## src/rtl/seg_disp_pkg.sv

```systemverilog
// Shared definitions for the sequential seven-segment display converter.
// Holds the mode encoding, per-digit radix table for time mode, decimal-point
// mask, special segment patterns, glyph table and FSM state constants.
package seg_disp_pkg;

  typedef enum logic {
    MODE_DEC  = 1'b0,
    MODE_TIME = 1'b1
  } mode_e;

  // FSM states
  localparam logic [1:0] IDLE = 2'd0;
  localparam logic [1:0] DIV  = 2'd1;
  localparam logic [1:0] NEXT = 2'd2;
  localparam logic [1:0] FIN  = 2'd3;

  // Time-mode radices, LSD in the low nibble: 10,10,10,6,10,6 then 10 above.
  localparam logic [31:0] TIME_RADIX = {4'd10, 4'd10, 4'd6, 4'd10, 4'd6, 4'd10, 4'd10, 4'd10};

  // dp lit on digits 4 and 2 in time mode (separates hh.mm.ss-style groups).
  localparam logic [7:0] TIME_DP_MASK = 8'b0001_0100;

  localparam logic [7:0] SEG_BLANK = 8'hFF;
  localparam logic [7:0] SEG_DASH  = 8'hBF;

  // Active-low g..a patterns for digits 0..9, digit 0 in the low 7 bits.
  localparam logic [69:0] GLYPH_TABLE = {7'h10, 7'h00, 7'h78, 7'h02, 7'h12,
                                         7'h19, 7'h30, 7'h24, 7'h79, 7'h40};

  function automatic logic [3:0] radix_of(input mode_e m, input logic [2:0] d);
    if (m == MODE_TIME) return TIME_RADIX[4*d +: 4];
    return 4'd10;
  endfunction

  function automatic logic [6:0] glyph_of(input logic [3:0] d);
    if (d > 4'd9) return 7'h7F;
    return GLYPH_TABLE[7*d +: 7];
  endfunction

endpackage

```

## src/rtl/seg_disp_seq_conv_if.sv

```systemverilog
// Request/result bundle between the counter core and the display converter.
//   start/value/mode/blank_en : request side, driven by the master
//   busy/done/overflow/seg    : status and display result, driven by the slave
interface seg_disp_seq_conv_if #(
  parameter int unsigned NUM_DIGITS = 6,
  parameter int unsigned VALUE_W    = 20
);
  logic                      start;
  logic [VALUE_W-1:0]        value;
  logic                      mode;
  logic                      blank_en;
  logic                      busy;
  logic                      done;
  logic                      overflow;
  logic [NUM_DIGITS*8-1:0]   seg;

  modport master (
    output start, value, mode, blank_en,
    input  busy, done, overflow, seg
  );

  modport slave (
    input  start, value, mode, blank_en,
    output busy, done, overflow, seg
  );
endinterface

```

## src/rtl/seg_glyph_rom.sv

```systemverilog
// Combinational digit-to-segment encoder for one display position.
//   digit : 4-bit digit code (0..9 meaningful)
//   dp    : light the decimal point
//   blank : force every segment and dp off
//   seg   : active-low pattern, bit7 = dp, bits6:0 = g..a
module seg_glyph_rom
  import seg_disp_pkg::*;
(
  input  logic [3:0] digit,
  input  logic       dp,
  input  logic       blank,
  output logic [7:0] seg
);

  always_comb begin
    seg = SEG_BLANK;
    if (!blank && digit <= 4'd9) seg = {~dp, glyph_of(digit)};
  end

endmodule

```

## src/rtl/seg_disp_seq_conv.sv

```systemverilog
// Sequential value-to-display converter. A start pulse latches a binary value;
// a bit-serial restoring divider peels off one mixed-radix digit per pass, and
// all digits are encoded and published together when the last one is ready.
//   clk, rst_n : clock, asynchronous active-low reset
//   bus        : slave side of seg_disp_seq_conv_if (start/value/mode/blank_en
//                in; busy/done/overflow/seg out)
module seg_disp_seq_conv
  import seg_disp_pkg::*;
#(
  parameter int unsigned NUM_DIGITS = 6,
  parameter int unsigned VALUE_W    = 20
) (
  input  logic                 clk,
  input  logic                 rst_n,
  seg_disp_seq_conv_if.slave   bus
);

  localparam int unsigned CW = $clog2(VALUE_W);
  localparam logic [CW-1:0] LAST_BIT = CW'(VALUE_W - 1);
  localparam logic [2:0]    LAST_D   = 3'(NUM_DIGITS - 1);

  logic [1:0]              state;
  logic [VALUE_W-1:0]      r;
  logic [3:0]              rem;
  logic [CW-1:0]           bit_cnt;
  logic [2:0]              d;
  mode_e                   mode_q;
  logic                    blank_q;
  logic                    ready_q;
  logic                    done_q;
  logic                    ovf_q;
  logic [NUM_DIGITS*8-1:0] seg_q;
  logic [3:0]              digits [NUM_DIGITS];

  logic [3:0]              radix;
  logic [4:0]              trial;
  logic [4:0]              diff;
  logic                    qbit;
  logic [3:0]              rem_nxt;
  logic [NUM_DIGITS-1:0]   blank_vec;
  logic [NUM_DIGITS*8-1:0] seg_enc;

  // One restoring-division step: shift in the next dividend bit, subtract if it fits.
  always_comb begin
    radix   = radix_of(mode_q, d);
    trial   = {rem, r[VALUE_W-1]};
    diff    = trial - {1'b0, radix};
    qbit    = trial >= {1'b0, radix};
    rem_nxt = qbit ? diff[3:0] : trial[3:0];
  end

  // Blank zeros above the most significant nonzero digit; digit 0 always shows.
  always_comb begin
    logic lead;
    lead = (mode_q == MODE_DEC) && blank_q;
    for (int i = NUM_DIGITS - 1; i >= 0; i--) begin
      blank_vec[i] = lead && (digits[i] == 4'd0) && (i != 0);
      if (digits[i] != 4'd0) lead = 1'b0;
    end
  end

  for (genvar i = 0; i < NUM_DIGITS; i++) begin : g_glyph
    seg_glyph_rom u_glyph (
      .digit (digits[i]),
      .dp    ((mode_q == MODE_TIME) && TIME_DP_MASK[i]),
      .blank (blank_vec[i]),
      .seg   (seg_enc[8*i +: 8])
    );
  end

  always_ff @(posedge clk or negedge rst_n) begin
    if (!rst_n) begin
      state   <= IDLE;
      r       <= '0;
      rem     <= '0;
      bit_cnt <= '0;
      d       <= '0;
      mode_q  <= MODE_DEC;
      blank_q <= 1'b0;
      ready_q <= 1'b0;
      done_q  <= 1'b0;
      ovf_q   <= 1'b0;
      seg_q   <= {NUM_DIGITS{SEG_BLANK}};
      for (int i = 0; i < NUM_DIGITS; i++) digits[i] <= '0;
    end else begin
      // ready_q keeps a start coincident with reset release from being taken.
      ready_q <= 1'b1;
      done_q  <= 1'b0;
      case (state)
        IDLE: begin
          if (bus.start && ready_q && !done_q) begin
            r       <= bus.value;
            mode_q  <= mode_e'(bus.mode);
            blank_q <= bus.blank_en;
            d       <= '0;
            bit_cnt <= '0;
            rem     <= '0;
            state   <= DIV;
          end
        end
        DIV: begin
          r       <= {r[VALUE_W-2:0], qbit};
          rem     <= rem_nxt;
          bit_cnt <= bit_cnt + CW'(1);
          if (bit_cnt == LAST_BIT) begin
            digits[d] <= rem_nxt;
            state     <= NEXT;
          end
        end
        NEXT: begin
          rem     <= '0;
          bit_cnt <= '0;
          if (d == LAST_D) begin
            state <= FIN;
          end else begin
            d     <= d + 3'd1;
            state <= DIV;
          end
        end
        FIN: begin
          // Anything left in r means the value did not fit in NUM_DIGITS digits.
          seg_q  <= (r != '0) ? {NUM_DIGITS{SEG_DASH}} : seg_enc;
          ovf_q  <= (r != '0);
          done_q <= 1'b1;
          state  <= IDLE;
        end
        default: state <= IDLE;
      endcase
    end
  end

  assign bus.busy     = (state != IDLE) || done_q;
  assign bus.done     = done_q;
  assign bus.overflow = ovf_q;
  assign bus.seg      = seg_q;

endmodule
```

## src/flat_wrapper.sv

```systemverilog
// flat-port wrapper written by rule: the top's interface ports become plain ports
module seg_disp_seq_conv_flat import seg_disp_pkg::*;
#(
  parameter int unsigned NUM_DIGITS = 6,
  parameter int unsigned VALUE_W    = 20
)
  (clk, rst_n, bus_start, bus_value, bus_mode, bus_blank_en, bus_busy, bus_done, bus_overflow, bus_seg);
  seg_disp_seq_conv_if #(.NUM_DIGITS(NUM_DIGITS), .VALUE_W(VALUE_W)) bus_i ();
  input  logic clk;
  input  logic rst_n;
  input wire logic [$bits(bus_i.start)-1:0] bus_start;
  input wire logic [$bits(bus_i.value)-1:0] bus_value;
  input wire logic [$bits(bus_i.mode)-1:0] bus_mode;
  input wire logic [$bits(bus_i.blank_en)-1:0] bus_blank_en;
  output wire logic [$bits(bus_i.busy)-1:0] bus_busy;
  output wire logic [$bits(bus_i.done)-1:0] bus_done;
  output wire logic [$bits(bus_i.overflow)-1:0] bus_overflow;
  output wire logic [$bits(bus_i.seg)-1:0] bus_seg;
  assign bus_i.start = bus_start;
  assign bus_i.value = bus_value;
  assign bus_i.mode = bus_mode;
  assign bus_i.blank_en = bus_blank_en;
  assign bus_busy = bus_i.busy;
  assign bus_done = bus_i.done;
  assign bus_overflow = bus_i.overflow;
  assign bus_seg = bus_i.seg;
  seg_disp_seq_conv #(.NUM_DIGITS(NUM_DIGITS), .VALUE_W(VALUE_W)) u_core (.clk(clk), .rst_n(rst_n), .bus(bus_i));
endmodule
```

## config.mk

```make
export PLATFORM = sky130hd
export DESIGN_NAME = seg_disp_seq_conv_flat
export DESIGN_NICKNAME = d
export VERILOG_FILES = /design/src/rtl/seg_disp_pkg.sv /design/src/rtl/seg_disp_seq_conv_if.sv /design/src/rtl/seg_glyph_rom.sv /design/src/rtl/seg_disp_seq_conv.sv /design/src/flat_wrapper.sv
export SDC_FILE = /design/constraint.sdc
export NUM_CORES = 1
export LEC_CHECK = 0
export ABC_AREA = 1
export CELL_PAD_IN_SITES_DETAIL_PLACEMENT = 1
export CELL_PAD_IN_SITES_GLOBAL_PLACEMENT = 2
export CORE_MARGIN = 2
export CORE_UTILIZATION = 33
export CTS_CLUSTER_SIZE = 28
export DETAILED_ROUTE_END_ITERATION = 6
export PLACE_DENSITY_LB_ADDON = 0.08
export SETUP_SLACK_MARGIN = 0.15
export SKIP_LAST_GASP = 1
export SYNTH_ARGS = -nofsm -noshare
export SYNTH_HDL_FRONTEND = slang
export SYNTH_HIERARCHICAL = 1
export SYNTH_SLANG_ARGS = --single-unit
```

## constraint.sdc

```tcl
create_clock -name clk -period 3.39 [get_ports clk]
set_input_delay 0.678 -clock clk [delete_from_list [all_inputs] [get_ports clk]]
set_output_delay 0.678 -clock clk [all_outputs]
set_load 0.02 [all_outputs]
```

==> flow_metrics.py <==
metrics = {
    "run_status": {
        "status": "finished, final reports clean",
    },
    "logic_synthesis": {
        "yosys-top-cells-count": "nand2_1, nand3_1, inv_1, nor2_1, dfrtp_1",
        "synthArstFlopShare_pct": 100.0,
        "yosys.area.top_type_share_pct": 23.17,
        "postSynthAreaPerCell_um2": 7.609,
        "synth_edf_count": 0,
        "synth.most_common_cell": "nand2_1",
        "synth_area_leader_cell": "dfrtp_1",
        "netlist_instances": 894,
        "synth_seq_area_share_pct": 41.71,
        "yosysUniqueCellTypes": 35,
        "synth_area_um2": 6803,
        "synth-seq-cells": 111,
        "yosys_warnings": 6,
        "synth_area_leaders": "dfrtp_1, dfstp_2, nand3_1, nand2_1, ha_1",
        "ys.flop_type": "dfrtp_1",
    },
    "final_layout": {
        "final_nets": 1037,
        "antenna_cells": 0,
        "nFillCells": 2466,
        "multi_input_area_um2": 3385,
        "regArea_um2": 2838,
        "layout-drive-gt1-share_pct": 14.26,
        "area_delta_synth_final_pct": 20.42,
        "fin_util_pct": 40.48,
    },
    "die": {
        "core-area_um2": 20230,
        "start_util_pct": 33.62,
        "io_pins": 76,
        "die_w_um": 147.6,
        "dieArea_um2": 21780,
        "die_h_um": 147.6,
        "row_count": 52,
    },
    "critical_path": {
        "r2r-start": "u_core/d[0]$_DFFE_PN0P_",
        "r2r_end": "u_core/digits[3]$_DFFE_PN0P_",
        "startpoint_type": "register",
        "crit_chain": "ha_1 > nor2_1 > nor3_1 > inv_1 > ha_1 > ha_1 > nor2_1 > nand2_1 > nand2_1 > nand2_1 > nand2_1 > nand2_1 > nand2_1 > nand2_1",
        "cpMaxStageDelayCell": "dfrtp_1",
        "required_ns": 3.63,
        "worstPathMaxFanout": 8,
        "crit_arrival_ns": 3.13,
        "reg2reg_slack_ns": 0.50,
        "worst_r2r_path_depth": 14,
        "max_stage_delay_ns": 0.58,
        "crit_type": "reg2reg",
        "crit_path_frequent_cell": "nand2_1",
        "crit_path_end_kind": "register",
    },
    "route": {
        "antenna_left": 0,
        "routed_via_density": 4.741,
        "avgRoutedWirePerCell_um": 14.45,
        "vias": 5902,
        "first_iter_violations": 164,
        "firstDrtPassIters": 4,
        "routed_wirelength_um": 18000,
        "drc": 0,
    },
    "power_and_ir_drop": {
        "leakage_nw": 3.960,
        "power_density_nw_per_um2": 522.3,
        "worst_ir_drop_vdd_mv": 0.3751,
    },
    "sta": {
        "slew_headroom_pct": 35.53,
        "setup_viol": 0,
        "fmax_mhz": 346.2,
        "fin_skew_ns": 0.01253,
        "fin_tns_setup_ns": 0,
        "finalHoldViolCount": 0,
        "post-route-period-util_pct": 85.20,
        "worstMarginPinSlew_ns": 0.9660,
        "fin_crit_ns": 2.888,
        "grt_setup_unrepaired": "no",
        "drv_slew": 0,
    },
    "flow_run": {
        "cap_violations": 0,
    },
    "global_route": {
        "grt_use_total_pct": 17.09,
        "gr-total-overflow": 0,
        "grt_max_degree": 41,
        "grt_pass1_wl_um": 30530,
        "first_global_vias": 6276,
        "antenna_found_initial": 0,
    },
    "placed_design": {
        "gp_congestion": 0.7905,
        "port_buffers": 75,
        "dpl.hpwl_um": 13590,
    },
    "worst_hold_path": {
        "hold_path_class": "in2async",
    },
    "clock_network": {
        "cts_setup_buffers": 0,
        "root_buffer": "clkbuf_16",
        "clkSinkCount": 111,
        "cts_max_path_buffers": 2,
        "cts_tree": "yes",
        "numCtsBuffers": 9,
        "clk_latency_ns": 0.36,
        "cts-hold-fix-buffers": 0,
        "h-tree-depth": 3,
        "cts_resized": 0,
        "path_clk_slew_ns": 0.08,
    },
}
==> routing by layer <==
metal,track usage [%],vias to the layer above,routed length [um]
li1,-,2973,-
met1,22.30,2864,8621
met2,30.56,53,8874
met3,1.574,12,322
met4,4.183,0,177
met5,0,-,0
==> power by group <==
part / leakage (nW) / internal [W] / switching [W]
Combinational: 2.48 / 0.000446 / 0.00102
Sequential: 1.32 / 0.00151 / 0.000124
Clock: 0.152 / 0.000651 / 0.000529
==> sequential cells by signal, indices dropped and copies added (netlist names), 2 cells and up <==
| register | flops |
|---|---|
| u_core/bit_cnt | 5 |
| u_core/bus.seg | 48 |
| u_core/d | 3 |
| u_core/digits | 24 |
| u_core/r | 20 |
| u_core/rem | 4 |
| u_core/state | 2 |
==> area by class of cell <==
class | instances | share of cell area [%]
Inverter | 128 | 5.865
Multi-Input combinational cell | 636 | 41.32
Sequential cell | 111 | 34.64
Clock inverter | 7 | 1.191
Tap cell | 270 | 4.124
Timing Repair Buffer | 84 | 10.11
Clock buffer | 9 | 2.749
==> critical path, delay by kind of cell (launching register included) <==
kind	cells	cell delay (ns)
flip-flops	1	0.58
adder cells (fa/ha/maj)	3	0.74
buffers and inverters	1	0.09
AND/OR/NAND/NOR	10	1.35
==> stage by stage <==
stage	hold slack [ns]	total power [W]	area [um^2]	instances	setup WS, ns
finish	0.2815	0.004279	8192	1245	0.5017
global route	0.3061	0.004614	8192	1245	0.1532
CTS	0.2811	0.004358	8192	1245	0.5019
detailed placement	0.4726	0.003153	7869	1229	0.5174
global placement	0.4683	0.003077	7869	1229	0.6570
floorplan	0.3824	0.002677	6818	898	1.010
==> cells in the final DEF (no fill, tap or decap), types with 2 or more instances in the layout <==
cell	count
a21oi_1	5
a31oi_1	4
buf_4	9
bufinv_16	2
clkbuf_16	9
clkdlybuf4s50_1	74
clkinv_4	2
clkinvlp_4	2
conb_1	6
dfrtp_1	63
dfstp_2	48
ha_1	41
inv_1	119
inv_2	9
nand2_1	182
nand2_2	13
nand3_1	140
nand3_4	6
nand4_1	11
nand4_2	2
nor2_1	119
nor2_2	5
nor3_1	4
nor3_4	2
o211ai_1	15
o21ai_0	35
o21ai_1	5
o22ai_1	3
or2_1	6
or2_2	24
xnor2_1	2
==> cells by family after synthesis <==
group | synth area share [%]
AO/OA/AOI/OAI | 5.738
XOR/XNOR | 0.2575
adder cells (fa/ha/maj) | 7.835
buffers and inverters | 8.755
flip-flops | 41.71
multiplexers | 0.1655
other | 0.1104
AND/OR/NAND/NOR | 35.42
==> worst max-delay path by stage <==
stage	start	endpoint	slack, ns	depth (start not counted)
floorplan	u_core/d[0]$_DFFE_PN0P_	u_core/digits[11]$_DFFE_PN0P_	1.01	14
global placement	u_core/d[0]$_DFFE_PN0P_	u_core/digits[11]$_DFFE_PN0P_	0.66	14
detailed placement	u_core/d[0]$_DFFE_PN0P_	u_core/rem[3]$_DFFE_PN0P_	0.52	14
CTS	u_core/d[0]$_DFFE_PN0P_	u_core/digits[3]$_DFFE_PN0P_	0.50	14
global route	u_core/d[0]$_DFFE_PN0P_	u_core/digits[15]$_DFFE_PN0P_	0.15	14
finish	u_core/d[0]$_DFFE_PN0P_	u_core/digits[3]$_DFFE_PN0P_	0.50	14
Note: power is estimated with default switching activity, not from simulation.
